$ cat src/rtl/fusion_pkg.sv
// Shared types and constants for the fusion accumulator slice.
// Optional saturation build: define FUSION_ACC_SAT_EN (default build wraps).
package fusion_pkg;

  localparam int NUM_LANES  = 4;
  localparam int LANE_W_4X4 = 4;
  localparam int LANE_W_2X6 = 6;
  localparam int LANE_W_1X8 = 8;

  typedef enum logic [1:0] {
    MODE_4X4 = 2'b00,
    MODE_2X6 = 2'b01,
    MODE_1X8 = 2'b10,
    MODE_ILL = 2'b11
  } mode_e;

  typedef enum logic [1:0] {
    IDLE  = 2'b00,
    ACCUM = 2'b01,
    HOLD  = 2'b10
  } state_e;

endpackage

$ cat src/rtl/fusion_lane_acc.sv
// One lane accumulator: sign-extends the raw lane bits, loads or adds, flags overflow.
// FUSION_ACC_SAT_EN selects clamping on overflow; otherwise the sum wraps.
module fusion_lane_acc
  import fusion_pkg::*;
#(
  parameter int ACC_W = 24
) (
  input  logic                  clk,
  input  logic                  rst_n,
  input  logic                  load,
  input  logic                  add,
  input  logic [1:0]            mode,
  input  logic [LANE_W_1X8-1:0] raw,
  output logic [ACC_W-1:0]      acc,
  output logic                  ovf
);

  logic [ACC_W-1:0] acc_reg;
  logic             ovf_reg;
  logic [ACC_W-1:0] ext;
  logic [ACC_W-1:0] sum;
  logic [ACC_W-1:0] add_result;
  logic             ovf_now;

  always_comb begin
    ext = '0;
    case (mode_e'(mode))
      MODE_4X4: ext = {{(ACC_W-LANE_W_4X4){raw[LANE_W_4X4-1]}}, raw[LANE_W_4X4-1:0]};
      MODE_2X6: ext = {{(ACC_W-LANE_W_2X6){raw[LANE_W_2X6-1]}}, raw[LANE_W_2X6-1:0]};
      MODE_1X8: ext = {{(ACC_W-LANE_W_1X8){raw[LANE_W_1X8-1]}}, raw[LANE_W_1X8-1:0]};
      default:  ext = '0;
    endcase
  end

  assign sum     = acc_reg + ext;
  // Signed overflow: like-signed operands producing a result of the other sign.
  assign ovf_now = (acc_reg[ACC_W-1] == ext[ACC_W-1]) && (sum[ACC_W-1] != acc_reg[ACC_W-1]);

`ifdef FUSION_ACC_SAT_EN
  assign add_result = !ovf_now          ? sum :
                      acc_reg[ACC_W-1]  ? {1'b1, {(ACC_W-1){1'b0}}} :
                                          {1'b0, {(ACC_W-1){1'b1}}};
`else
  assign add_result = sum;
`endif

  always_ff @(posedge clk or negedge rst_n) begin
    if (!rst_n) begin
      acc_reg <= '0;
      ovf_reg <= 1'b0;
    end else if (load) begin
      acc_reg <= ext;
      ovf_reg <= 1'b0;
    end else if (add) begin
      acc_reg <= add_result;
      ovf_reg <= ovf_reg | ovf_now;
    end
  end

  assign acc = acc_reg;
  assign ovf = ovf_reg;

endmodule

$ cat src/rtl/fusion_accumulator.sv
// Per-lane dot-product accumulator behind the fused bitbrick multiplier.
// FUSION_ACC_SAT_EN: lanes saturate on overflow instead of wrapping.
module fusion_accumulator
  import fusion_pkg::*;
#(
  parameter int ACC_W     = 24,
  parameter int MAX_BEATS = 256,
  parameter int CNT_W     = $clog2(MAX_BEATS + 1)
) (
  input  logic                       clk,
  input  logic                       rst_n,
  input  logic [1:0]                 mode,
  input  logic                       in_valid,
  output logic                       in_ready,
  input  logic [15:0]                in_data,
  input  logic                       in_last,
  output logic                       out_valid,
  input  logic                       out_ready,
  output logic [NUM_LANES*ACC_W-1:0] out_acc,
  output logic [CNT_W-1:0]           out_beats,
  output logic [NUM_LANES-1:0]       out_ovf,
  output logic                       out_err
);

  state_e           state_reg;
  mode_e            mode_reg;
  logic [CNT_W-1:0] beats_reg;
  logic             err_reg;
  logic             valid_reg;

  logic             accept;
  logic             start;
  logic             add;
  mode_e            eff_mode;
  logic [CNT_W-1:0] beats_inc;
  logic             at_max;

  assign in_ready  = !valid_reg || out_ready;
  assign accept    = in_valid && in_ready;
  // A beat accepted outside ACCUM always opens a burst, including the no-bubble HOLD case.
  assign start     = accept && (state_reg != ACCUM);
  assign add       = accept && (state_reg == ACCUM);
  assign eff_mode  = start ? mode_e'(mode) : mode_reg;
  assign beats_inc = beats_reg + 1'b1;
  assign at_max    = (beats_inc == CNT_W'(MAX_BEATS));

  always_ff @(posedge clk or negedge rst_n) begin
    if (!rst_n) begin
      state_reg <= IDLE;
      mode_reg  <= MODE_4X4;
      beats_reg <= '0;
      err_reg   <= 1'b0;
      valid_reg <= 1'b0;
    end else begin
      case (state_reg)
        IDLE, HOLD: begin
          if (start) begin
            mode_reg  <= mode_e'(mode);
            beats_reg <= CNT_W'(1);
            err_reg   <= (mode_e'(mode) == MODE_ILL);
            valid_reg <= in_last;
            state_reg <= in_last ? HOLD : ACCUM;
          end else if ((state_reg == HOLD) && out_ready) begin
            valid_reg <= 1'b0;
            state_reg <= IDLE;
          end
        end
        ACCUM: begin
          if (add) begin
            beats_reg <= beats_inc;
            if (in_last) begin
              valid_reg <= 1'b1;
              state_reg <= HOLD;
            end else if (at_max) begin
              valid_reg <= 1'b1;
              err_reg   <= 1'b1;
              state_reg <= HOLD;
            end
          end
        end
        default: state_reg <= IDLE;
      endcase
    end
  end

  genvar gi;
  generate
    for (gi = 0; gi < NUM_LANES; gi++) begin : g_lane
      logic [LANE_W_2X6-1:0] six_bits;
      logic [LANE_W_1X8-1:0] byte_bits;
      logic [LANE_W_1X8-1:0] raw;
      logic [ACC_W-1:0]      lane_acc;
      logic                  lane_ovf;

      if (gi < 2) begin : g_six
        assign six_bits = in_data[8*gi +: LANE_W_2X6];
      end else begin : g_six_off
        assign six_bits = '0;
      end

      if (gi == 0) begin : g_byte
        assign byte_bits = in_data[LANE_W_1X8-1:0];
      end else begin : g_byte_off
        assign byte_bits = '0;
      end

      // Raw lane bits are zero-padded here; sign extension happens in the lane.
      always_comb begin
        raw = '0;
        case (eff_mode)
          MODE_4X4: raw[LANE_W_4X4-1:0] = in_data[4*gi +: LANE_W_4X4];
          MODE_2X6: raw[LANE_W_2X6-1:0] = six_bits;
          MODE_1X8: raw                 = byte_bits;
          default:  raw                 = '0;
        endcase
      end

      fusion_lane_acc #(
        .ACC_W (ACC_W)
      ) u_lane (
        .clk   (clk),
        .rst_n (rst_n),
        .load  (start),
        .add   (add),
        .mode  (eff_mode),
        .raw   (raw),
        .acc   (lane_acc),
        .ovf   (lane_ovf)
      );

      assign out_acc[gi*ACC_W +: ACC_W] = lane_acc;
      assign out_ovf[gi]                = lane_ovf;
    end
  endgenerate

  assign out_valid = valid_reg;
  assign out_beats = beats_reg;
  assign out_err   = err_reg;

endmodule

$ cat config.mk
export PLATFORM = sky130hd
export DESIGN_NAME = fusion_accumulator
export DESIGN_NICKNAME = d
export VERILOG_FILES = /design/src/rtl/fusion_pkg.sv /design/src/rtl/fusion_lane_acc.sv /design/src/rtl/fusion_accumulator.sv
export SDC_FILE = /design/constraint.sdc
export NUM_CORES = 1
export LEC_CHECK = 0
export CORE_ASPECT_RATIO = 0.9
export CORE_MARGIN = 2
export CORE_UTILIZATION = 55
export CTS_CLUSTER_DIAMETER = 40
export DETAILED_ROUTE_END_ITERATION = 6
export PLACE_DENSITY = 0.8
export SLEW_MARGIN = 20
export SYNTH_ARGS = -nofsm -noshare
export SYNTH_HDL_FRONTEND = slang
export SYNTH_SLANG_ARGS = --single-unit
$ cat constraint.sdc
create_clock -name clk -period 5.45 [get_ports clk]
set_clock_uncertainty 0.05 [all_clocks]
set_input_delay 1.635 -clock clk [delete_from_list [all_inputs] [get_ports clk]]
set_output_delay 1.635 -clock clk [all_outputs]
set_load 0.01 [all_outputs]
==> results of run 1 <==
[per-stage QoR]
| step | TNS (ns) | hold slack (ns) |
|---|---|---|
| after CTS | 0 | 0.461 |
| after floorplan | 0 | 0.407 |
| after detailed placement | -3.57 | 0.443 |
| final | 0 | 0.455 |
| after global routing | -0.000733 | 0.488 |
| after global placement | -0.332 | 0.439 |
[routing by layer]
metal,wire length [um],vias to the layer above
met3,1850,68
met5,13,-
met1,12200,4675
li1,-,4750
met4,728,2
met2,13300,389
[placed cells by master, fill, tap and decap left out, types with 24 or more instances in the layout]
cell type	instances
a21o_1	30
inv_1	24
o21ai_0	79
o21ai_1	32
xnor2_1	44
nand2_1	149
clkdlybuf4s50_1	133
buf_4	136
ha_1	93
a21oi_1	130
nor2_1	88
dfrtp_1	115
[Yosys cell counts (all sizes together) (3+ instances only)]
master	count	area [um^2]
a2111oi	3	45.1
a211o	7	61.3
a211oi	24	203
a21boi	4	33.8
a21o	30	225
a21oi	134	674
a221o	3	30.0
a31o	3	26.3
a31oi	21	146
and2	17	106
and3	22	138
and4	3	26.3
buf	10	65.1
clkbuf	41	154
dfrtp	115	2880
fa	4	80.1
ha	93	1160
inv	25	93.8
mux2	7	78.8
mux2i	17	186
nand2	151	569
nand2b	11	68.8
nand3	23	115
nand3b	3	22.5
nand4	7	43.8
nor2	89	337
nor2b	13	81.3
nor3	20	100
nor3b	3	22.5
o211ai	7	52.6
o21a	19	144
o21ai	115	583
o21bai	12	90.1
o31a	3	26.3
o31ai	10	98.8
or3	7	43.8
or4	3	22.5
xnor2	44	385
xor2	17	149
[where the power goes]
group	total, uW	internal [uW]	switching [uW]
Sequential	1640	1230	408
Combinational	5960	2910	3050
Clock	1230	809	418
Total	8820	4950	3870
[layout make-up]
type                       count  area share
clock buffer                  22      0.0377
clock inverter                10      0.0119
inverter                      25     0.00731
multi-input combinational    978       0.510
sequential                   115       0.224
tap                          235      0.0229
timing repair buffer         271       0.186
[worst paths after layout]
path	from	end	depth (start not counted)
setup / recovery	out_ready	g_lane[0].u_lane.acc[23]	18
hold / removal	g_lane[0].u_lane.acc[15]	g_lane[0].u_lane.acc[15]	2
setup reg to reg	state_reg[0]	g_lane[0].u_lane.acc[23]	17
hold reg to reg	g_lane[0].u_lane.acc[15]	g_lane[0].u_lane.acc[15]	2
max in group asynchronous	rst_n	g_lane[3].u_lane.acc[2]	2
min in group asynchronous	rst_n	g_lane[2].u_lane.acc[9]	1
[worst reg2reg max path: stages (launching register included)]
cell and delay, ns:
dfrtp_1 0.59, nand2b_2 0.11, nand3_1 0.16, buf_12 0.16, mux2i_4 0.26, mux2i_2 0.29
o21ai_4 0.12, buf_4 0.15, buf_4 0.15, ha_1 0.28, and3_1 0.21, and4_1 0.21
and2_1 0.15, a21bo_1 0.23, o41ai_4 0.33, mux2_2 0.37, a21oi_1 0.14, a21oi_1 0.05
[cells by family (layout without fill, tap and decap cells)]
family / Yosys count / count (layout)
compound gates: 418 / 418
buf+inv: 76 / 328
xor+xnor: 61 / 61
mux: 24 / 24
simple gates: 378 / 378
fa+ha+maj: 97 / 97
flops: 115 / 115
[repair_timing]
action,CTS,global route
setup buffers,0,2
hold endpoints to repair,0,0
resized for setup,0,15
setup endpoints to repair,0,14
==> results by stage, run 1 <==
Global routing:
- The most congested layer reported by global routing is met2.
- The residual overflow from global routing is 0.
- The number of antenna violations at the first check in global routing is 2.
- The global-route wire length before repair is 46.4 mm.
- The largest net degree at the start of global routing is 67.
- The number of global-route vias before repair is 9676.
- The met1 usage in global routing is 0.400.
- For met2 alone, demand over resource in global routing was 0.519.
- For this run, the total global-route usage over all layers was measured as 0.309.
- The met3 track utilization from global routing is 0.0613.

Clock tree:
- The clock root buffer is clkbuf_16.
- The level count of the clock H-tree is 4.
- For this design, the CTS-stage hold fixing added 0 buffers.
- The TritonCTS clock tree is done.
- The clock transition at the registers of the reported paths is 0.05 ns.
- Clock tree synthesis found a total of 115 sinks.
- The clock passes through at most 2 buffers.
- The clock latency at the later pin of the worst-skew pair is 0.43 ns.
- Counting the buffers created by CTS gives 17.

Place:
- The placer's final routability congestion estimate is 0.902.
- The cell count after placement is 1622.
- The worst slack at placement is -0.343 ns.
- The placed instances occupy a cell area of 12100 um^2.
- Once detailed placement completed, the half-perimeter wirelength came to 19.7 mm.
- In this run the tool buffered the top-level ports with 134 buffer cells.

Drt:
- The number of violations reported at the end of detailed-routing iteration 0 is 601.
- The detailed-route wire length per cell is 17.0 um.
- The post-detailed-route DRC marker count is 2.
- Using the TritonRoute via totals, the vias-per-cell ratio works out to 5.97.
- The detailed-route via count is 9884.
- The wire length reported by the detailed router is 28.1 mm.
- The count of antenna-violating nets left after detailed routing is 0.
- Before antenna repair, the detailed router went through 7 iterations.

Logic synthesis:
- The proportion of synthesized area in mux cells is 0.0275.
- The cell area after synthesis is 9640 um^2.
- The synthesized flop and latch total is 115.
- The mean instance size in the synthesized netlist is 8.25 um^2.
- The complex-gate fraction of the synthesized area is 0.276.
- The synthesized netlist cell count is 1169.
- The fraction of the yosys area taken by sequential cells is 0.298.
- The main combinational cell family by area after synthesis is compound AO/OA/AOI/OAI gates.
- In this run, synthesis inferred 0 flip-flops with an integrated enable.
- The adder-cell share of the synthesized area is 0.129.
- Of the total synthesized cell area, the portion taken by AND, OR, NAND and NOR gates is 0.181.
- The most frequently used flop master after synthesis is dfrtp_1.
- Counting every net in the synthesized netlist gives 1289.
- Counting flops with an async set or reset pin after synthesis yields a share of 1.00.
- The synthesized-area fraction occupied by xor and xnor cells is 0.0554.
- The count of different cell masters after synthesis is 83.
- During synthesis, Yosys emitted a total of 0 warnings.

Worst hold path:
- The classification of the worst-slack hold path is reg -> reg.

Critical path:
- The critical path is of the in -> reg type.
- The maximum fanout along the worst path is 10.
- For flop-to-flop paths, the worst setup slack is 1.30 ns.
- The required time of the worst setup path is 5.69 ns.
- Counting both buffers and inverters, the worst setup path holds a total of 4.
- The cell family with the largest share of critical-path delay is simple AND/OR/NAND/NOR gates.
- The category of the worst setup path capture point is a flip-flop.
- The data arrival time at the worst-slack endpoint is 5.52 ns.
- The biggest cell delay along the critical path is 0.49 ns.
- The critical path startpoint category is an input port.
- The highest-delay cell along the critical path is clkdlybuf4s50_1.
- Walking the worst path, the cells encountered are clkdlybuf4s50_1 > nand2b_1 > nand3_1 > buf_12 > mux2_4 > nand3_1 > o21ai_4 > buf_4 > buf_4 > ha_1 > and3_1 > and4_1 > and2_1 > a21bo_1 > o41ai_4 > mux2_2 > a21oi_1 > a21oi_1.

Status:
- The checks that failed: design-rule violations.
- The run finished, with violations left.

Die:
- The height of the die is 130 um.
- The total die area is 18600 um^2.
- The floorplan row count is 45.
- 135 I/O pins were placed.
- The width of the die is 144 um.
- The core outline area is 17000 um^2.
- The effective utilization at floorplan is 0.567.

Finish:
- The filler cell count is 1262.
- The final-stage net count is 1528.
- Of the cells placed in the final design, the portion with a size suffix greater than 1 is 0.151.
- The count of cells in the finished layout, fillers not included, comes to 1656.
- 0 antenna diodes ended up in the layout.
- The relative area change from synthesis to final layout is 33.1%.
- The sequential cell area is 2880 um^2.
- The combined area of the multi-input logic cells is 6550 um^2.
- The core occupancy in the finished layout is 0.755.
- The register with the most flip-flops in the layout has 96 of them.
- The post-route cell area is 12800 um^2.

Timing:
- For this run, the top clock speed supported by timing is 190 MHz.
- The shortest period the worst path allows is 5.28 ns.
- The final setup slack of the worst path is 0.173 ns.
- Headroom to the max-slew limit came out at 0.404.
- The fraction of the cycle the final worst path needs is 0.968.
- The final count of hold timing violations is 0.
- The slew at the pin closest to its max-slew limit is 0.894 ns.
- The final count of pins violating max slew is 0.
- Setup violations remaining at the end of the flow were counted as 0.

Pwr:
- For this design the static power due to leakage is 0.00607 uW.
- In this run the power density over the cells is 687 nW/um^2.
- After layout, the design draws a total of 8820 uW.
- The largest vdd supply drop is 0.000495 V.

Flow run:
- The max capacitance violation total is 0.
No activity file was read; power rests on OpenSTA's default activity.
==> run 2: changes to the inputs <==
- CTS_CLUSTER_SIZE: default -> 28
==> results of run 2 <==
Final layout, timing and power as in run 1 (identical DEF).
==> run 3: changes to the inputs <==
- ABC_AREA: default -> 1
- PLACE_DENSITY: 0.8 -> 0.78
- SYNTH_HIERARCHICAL: default -> 1
==> run 3 against run 2 <==
  * The flow now finishes without violations
  * Sequential share of layout area decreased by 3.4 points
  * Clock-buffer cell count decreased by 5
  * Cell count increased by 57%
  * Core utilization decreased by 8.7 points
  * Critical path type unchanged
  * Via count increased by 40%
  * Final area increased by 18%
  * Non-clock buffer count decreased by 119
  * Global-route usage decreased by 0.33 points
  * Area after synthesis increased by 32%
  * Routed wire length increased by 31%
==> results by stage, run 3 <==
Critical path:
- The reg-to-reg critical path startpoint is state_reg[0] (unchanged).
- The reg-to-reg setup timing slack is 1.46 ns (was 1.30 ns).
- The data arrival time at the worst-slack endpoint came to 5.37 ns (was 5.52 ns).
- The number of cell instances on the worst register-to-register path came to 20 (was 17).
- The required time of the worst setup path came to 5.75 ns (was 5.69 ns).
- The category of the worst setup path capture point is a flip-flop (unchanged).
- Cell Chain, Critical Path: clkdlybuf4s50_1 > inv_1 > nand2_1 > nand2_1 > nor2_4 > inv_1 > o21ai_2 > inv_2 > ha_1 > a22o_1 > nand3_1 > nand3_2 > buf_4 > ha_1 > nand2_2 > nor2_2 > nand3_1 > nand3_1 > nand2_1 > nand3_1 > nand3_1 > a21oi_1 (was clkdlybuf4s50_1 > nand2b_1 > nand3_1 > buf_12 > mux2_4 > nand3_1 > o21ai_4 > buf_4 > buf_4 > ha_1 > and3_1 > and4_1 > and2_1 > a21bo_1 > o41ai_4 > mux2_2 > a21oi_1 > a21oi_1).
- The cell family with the largest share of critical-path delay is simple AND/OR/NAND/NOR gates (unchanged).
- The buffering stage count on the worst path with inverters included is 5 (was 4).
- The biggest cell delay along the critical path is 0.50 ns (was 0.49 ns).
- The highest-delay cell along the critical path is clkdlybuf4s50_1 (unchanged).
- The maximum fanout along the worst path is 18 (was 10).
- The critical path class is in -> reg (unchanged).
- The critical path startpoint category is an input port (unchanged).
- The cell repeated most along the worst path is nand3_1.
- The terminus of the critical flop-to-flop path is g_lane[1].u_lane/acc[17] (was g_lane[0].u_lane.acc[23]).

Finish:
- The relative area change from synthesis to final layout was 18.7% (was 33.1%).
- The leading cell type in the layout, fill and taps excluded is nand2_1 (unchanged).
- The filler cell count is 2164 (was 1262).
- The final-stage net count came to 2421 (was 1528).
- The count of inserted antenna diode cells was 0 (unchanged).
- The flip-flop count of the largest register after layout is 96 (unchanged).
- Most used cells in the layout excluding fill and tap cells: nand2_1 (735), inv_1 (384), nor2_1 (195), nand3_1 (155) (was nand2_1 (149), buf_4 (136), clkdlybuf4s50_1 (133), a21oi_1 (130), dfrtp_1 (115)).
- The core occupancy in the finished layout came to 0.668 (was 0.755).
- The proportion of layout cells with a drive suffix above 1 is 0.0749 (was 0.151).

Timing:
- The final count of hold timing violations is 0 (unchanged).
- The final count of pins violating max slew is 0 (unchanged).
- The worst slew margin relative to its limit was 0.401 (was 0.404).
- The total negative slack for setup checks is 0 ns (unchanged).
- The fraction of the cycle the final worst path needs is 0.931 (was 0.968).
- The final setup slack of the worst path was 0.373 ns (was 0.173 ns).
- Setup repair after global routing left no endpoint under its margin.
- The maximum frequency from static timing analysis was 197 MHz (was 190 MHz).
- The number of setup violations in the final report is 0 (unchanged).
- The slew at the pin closest to its max-slew limit is 0.899 ns (was 0.894 ns).
- The shortest period the worst path allows is 5.08 ns (was 5.28 ns).
- The final worst hold slack is 0.430 ns (was 0.455 ns).

Clock tree:
- The TritonCTS clock tree is done (unchanged).
- The clock transition at the registers of the reported paths was 0.06 ns (was 0.05 ns).
- The clock root buffer is clkbuf_16 (unchanged).
- The clock latency at the later pin of the worst-skew pair is 0.43 ns (about the same).
- The total setup buffers inserted after CTS was 0 (unchanged).
- The level count of the clock H-tree came to 4 (unchanged).
- The largest buffer count on any clock path is 2 (unchanged).
- The number of clock sinks seen by CTS came to 115 (unchanged).
- The number of buffers inserted during clock tree synthesis is 17 (unchanged).

Logic synthesis:
- The synthesized netlist cell count came to 2142 (was 1169).
- The most frequent cell after synthesis is nand2_1 (unchanged).
- The fraction of synthesized cell area taken by the top area cell type came to 0.226 (was 0.298).
- Commonest cells post-synth: nand2_1 (735), inv_1 (385), nor2_1 (195) (was nand2_1 (150), a21oi_1 (133), dfrtp_1 (115)).
- The mean instance size in the synthesized netlist is 5.95 um^2 (was 8.25 um^2).
- The count of different cell masters after synthesis is 43 (was 83).
- The async set or reset register ratio after synthesis was 1.00 (unchanged).
- The synthesized flop and latch total is 115 (unchanged).
- The count of flip-flops with a built-in enable after synthesis is 0 (unchanged).
- The fraction of the yosys area taken by sequential cells is 0.226 (was 0.298).
- The library cell occupying the most area in the post-synthesis netlist is dfrtp_1 (unchanged).
- The most frequently used flop master after synthesis was dfrtp_1 (unchanged).
- The number of synthesis warnings is 6 (was 0).
- Leading post-synthesis cells by cell area: dfrtp_1 (23%), nand2_1 (22%), inv_1 (11%) (was dfrtp_1 (30%), ha_1 (12%), a21oi_1 (6.9%)).
- The cell area after synthesis is 12700 um^2 (was 9640 um^2).

Worst hold path:
- The worst hold path depth is 2 (unchanged).
- The classification of the worst-slack hold path is reg -> reg (unchanged).
- The hold path startpoint is g_lane[3].u_lane/ovf (was g_lane[0].u_lane.acc[15]).
- The end of the worst hold path is g_lane[3].u_lane/ovf (was g_lane[0].u_lane.acc[15]).

Die:
- The floorplan row count is 52 (was 45).
- The total die area is 24400 um^2 (was 18600 um^2).
- The core outline area is 22600 um^2 (was 17000 um^2).
- The number of top-level pins is 135 (unchanged).
- The effective utilization at floorplan is 0.563 (was 0.567).
- The height of the die is 148 um (was 130 um).
- The width of the die is 164 um (was 144 um).

Drt:
- The vias per cell is 5.29 (was 5.97).
- The length of the first detailed-routing pass in iterations is 5 (was 7).
- The detailed-route via count is 13797 (was 9884).
- The post-detailed-route DRC marker count is 0 (was 2).
- The number of violations reported at the end of detailed-routing iteration 0 is 1181 (was 601).
- The count of antenna-violating nets left after detailed routing is 0 (unchanged).
- The wire length reported by the detailed router was 36.9 mm (was 28.1 mm).
- The detailed-route wire length per cell was 14.1 um (was 17.0 um).

Place:
- The count of port buffers added during placement is 134 (unchanged).
- The placer's final routability congestion estimate is 0.994 (was 0.902).
- The worst slack at placement is -0.102 ns (was -0.343 ns).
- The post-detailed-placement half-perimeter wirelength came to 28.2 mm (was 19.7 mm).

Flow run:
- The max capacitance violation total was 0 (unchanged).

Global routing:
- The number of antenna violations at the first check in global routing is 0 (was 2).
- The number of global-route vias before repair came to 12628 (was 9676).
- The global-route wire length before repair is 60.6 mm (was 46.4 mm).
- The overall fraction of global-route tracks in use is 0.306 (was 0.309).
- The residual overflow from global routing came to 0 (unchanged).
- The largest net degree at the start of global routing was 45 (was 67).

Status:
- Result of the run: finished clean (was finished, violations left).
[run 3: area by class of cell]
type | instances | area [um^2] | share of cell area
tap | 297 | 372 | 0.0246
sequential | 115 | 2880 | 0.190
inverter | 397 | 1490 | 0.0985
clock inverter | 15 | 208 | 0.0137
multi-input combinational | 1613 | 8260 | 0.546
timing repair buffer | 152 | 1500 | 0.0991
clock buffer | 17 | 425 | 0.0281
[run 3: per-stage QoR]
step | instances | cell area, um^2
2_1_floorplan | 2153 | 12800
3_3_place_gp | 2574 | 14500
3_5_place_dp | 2574 | 14500
4_1_cts | 2606 | 15100
5_1_grt | 2606 | 15100
6_report | 2606 | 15100
[run 3: cells by family (layout without fill, tap and decap cells)]
family,after synthesis,in the layout,synth area share
other cells,1,12,0.000294
simple gates,1260,1260,0.433
compound gates,226,226,0.0993
fa+ha+maj,102,102,0.102
xor+xnor,13,13,0.00893
flops,115,115,0.226
buf+inv,425,581,0.130
[run 3: per-layer routing]
metal,track usage,share of wire
met5,0,0
met4,0.0922,0.021
met3,0.0572,0.071
met2,0.491,0.45
met1,0.420,0.46
[run 3: repair_timing]
item                       CTS  global route
hold endpoints to repair     0             0
resized for setup            0             1
hold buffers                 0             0
setup endpoints to repair    0             1
[run 3: worst max path at each step]
stage	slack (ns)	end	from	cells after the start
after floorplan	0.15	g_lane[1].u_lane/acc[10]	out_ready	21
after global placement	0.03	g_lane[1].u_lane/acc[17]	out_ready	23
after detailed placement	-0.10	g_lane[1].u_lane/acc[17]	out_ready	22
after CTS	0.33	g_lane[1].u_lane/acc[17]	out_ready	22
after global routing	0.02	g_lane[1].u_lane/ovf	out_ready	21
final	0.37	g_lane[1].u_lane/acc[17]	out_ready	22
[run 3: worst min-delay path, cell delays in order (launching register included)]
cell     delay, ns
dfrtp_1       0.34
nand2_1       0.05
nand2_1       0.05
Power of run 3 is not shown: default switching activity piles up to over one toggle a cycle in this logic, so the estimate is an artifact.
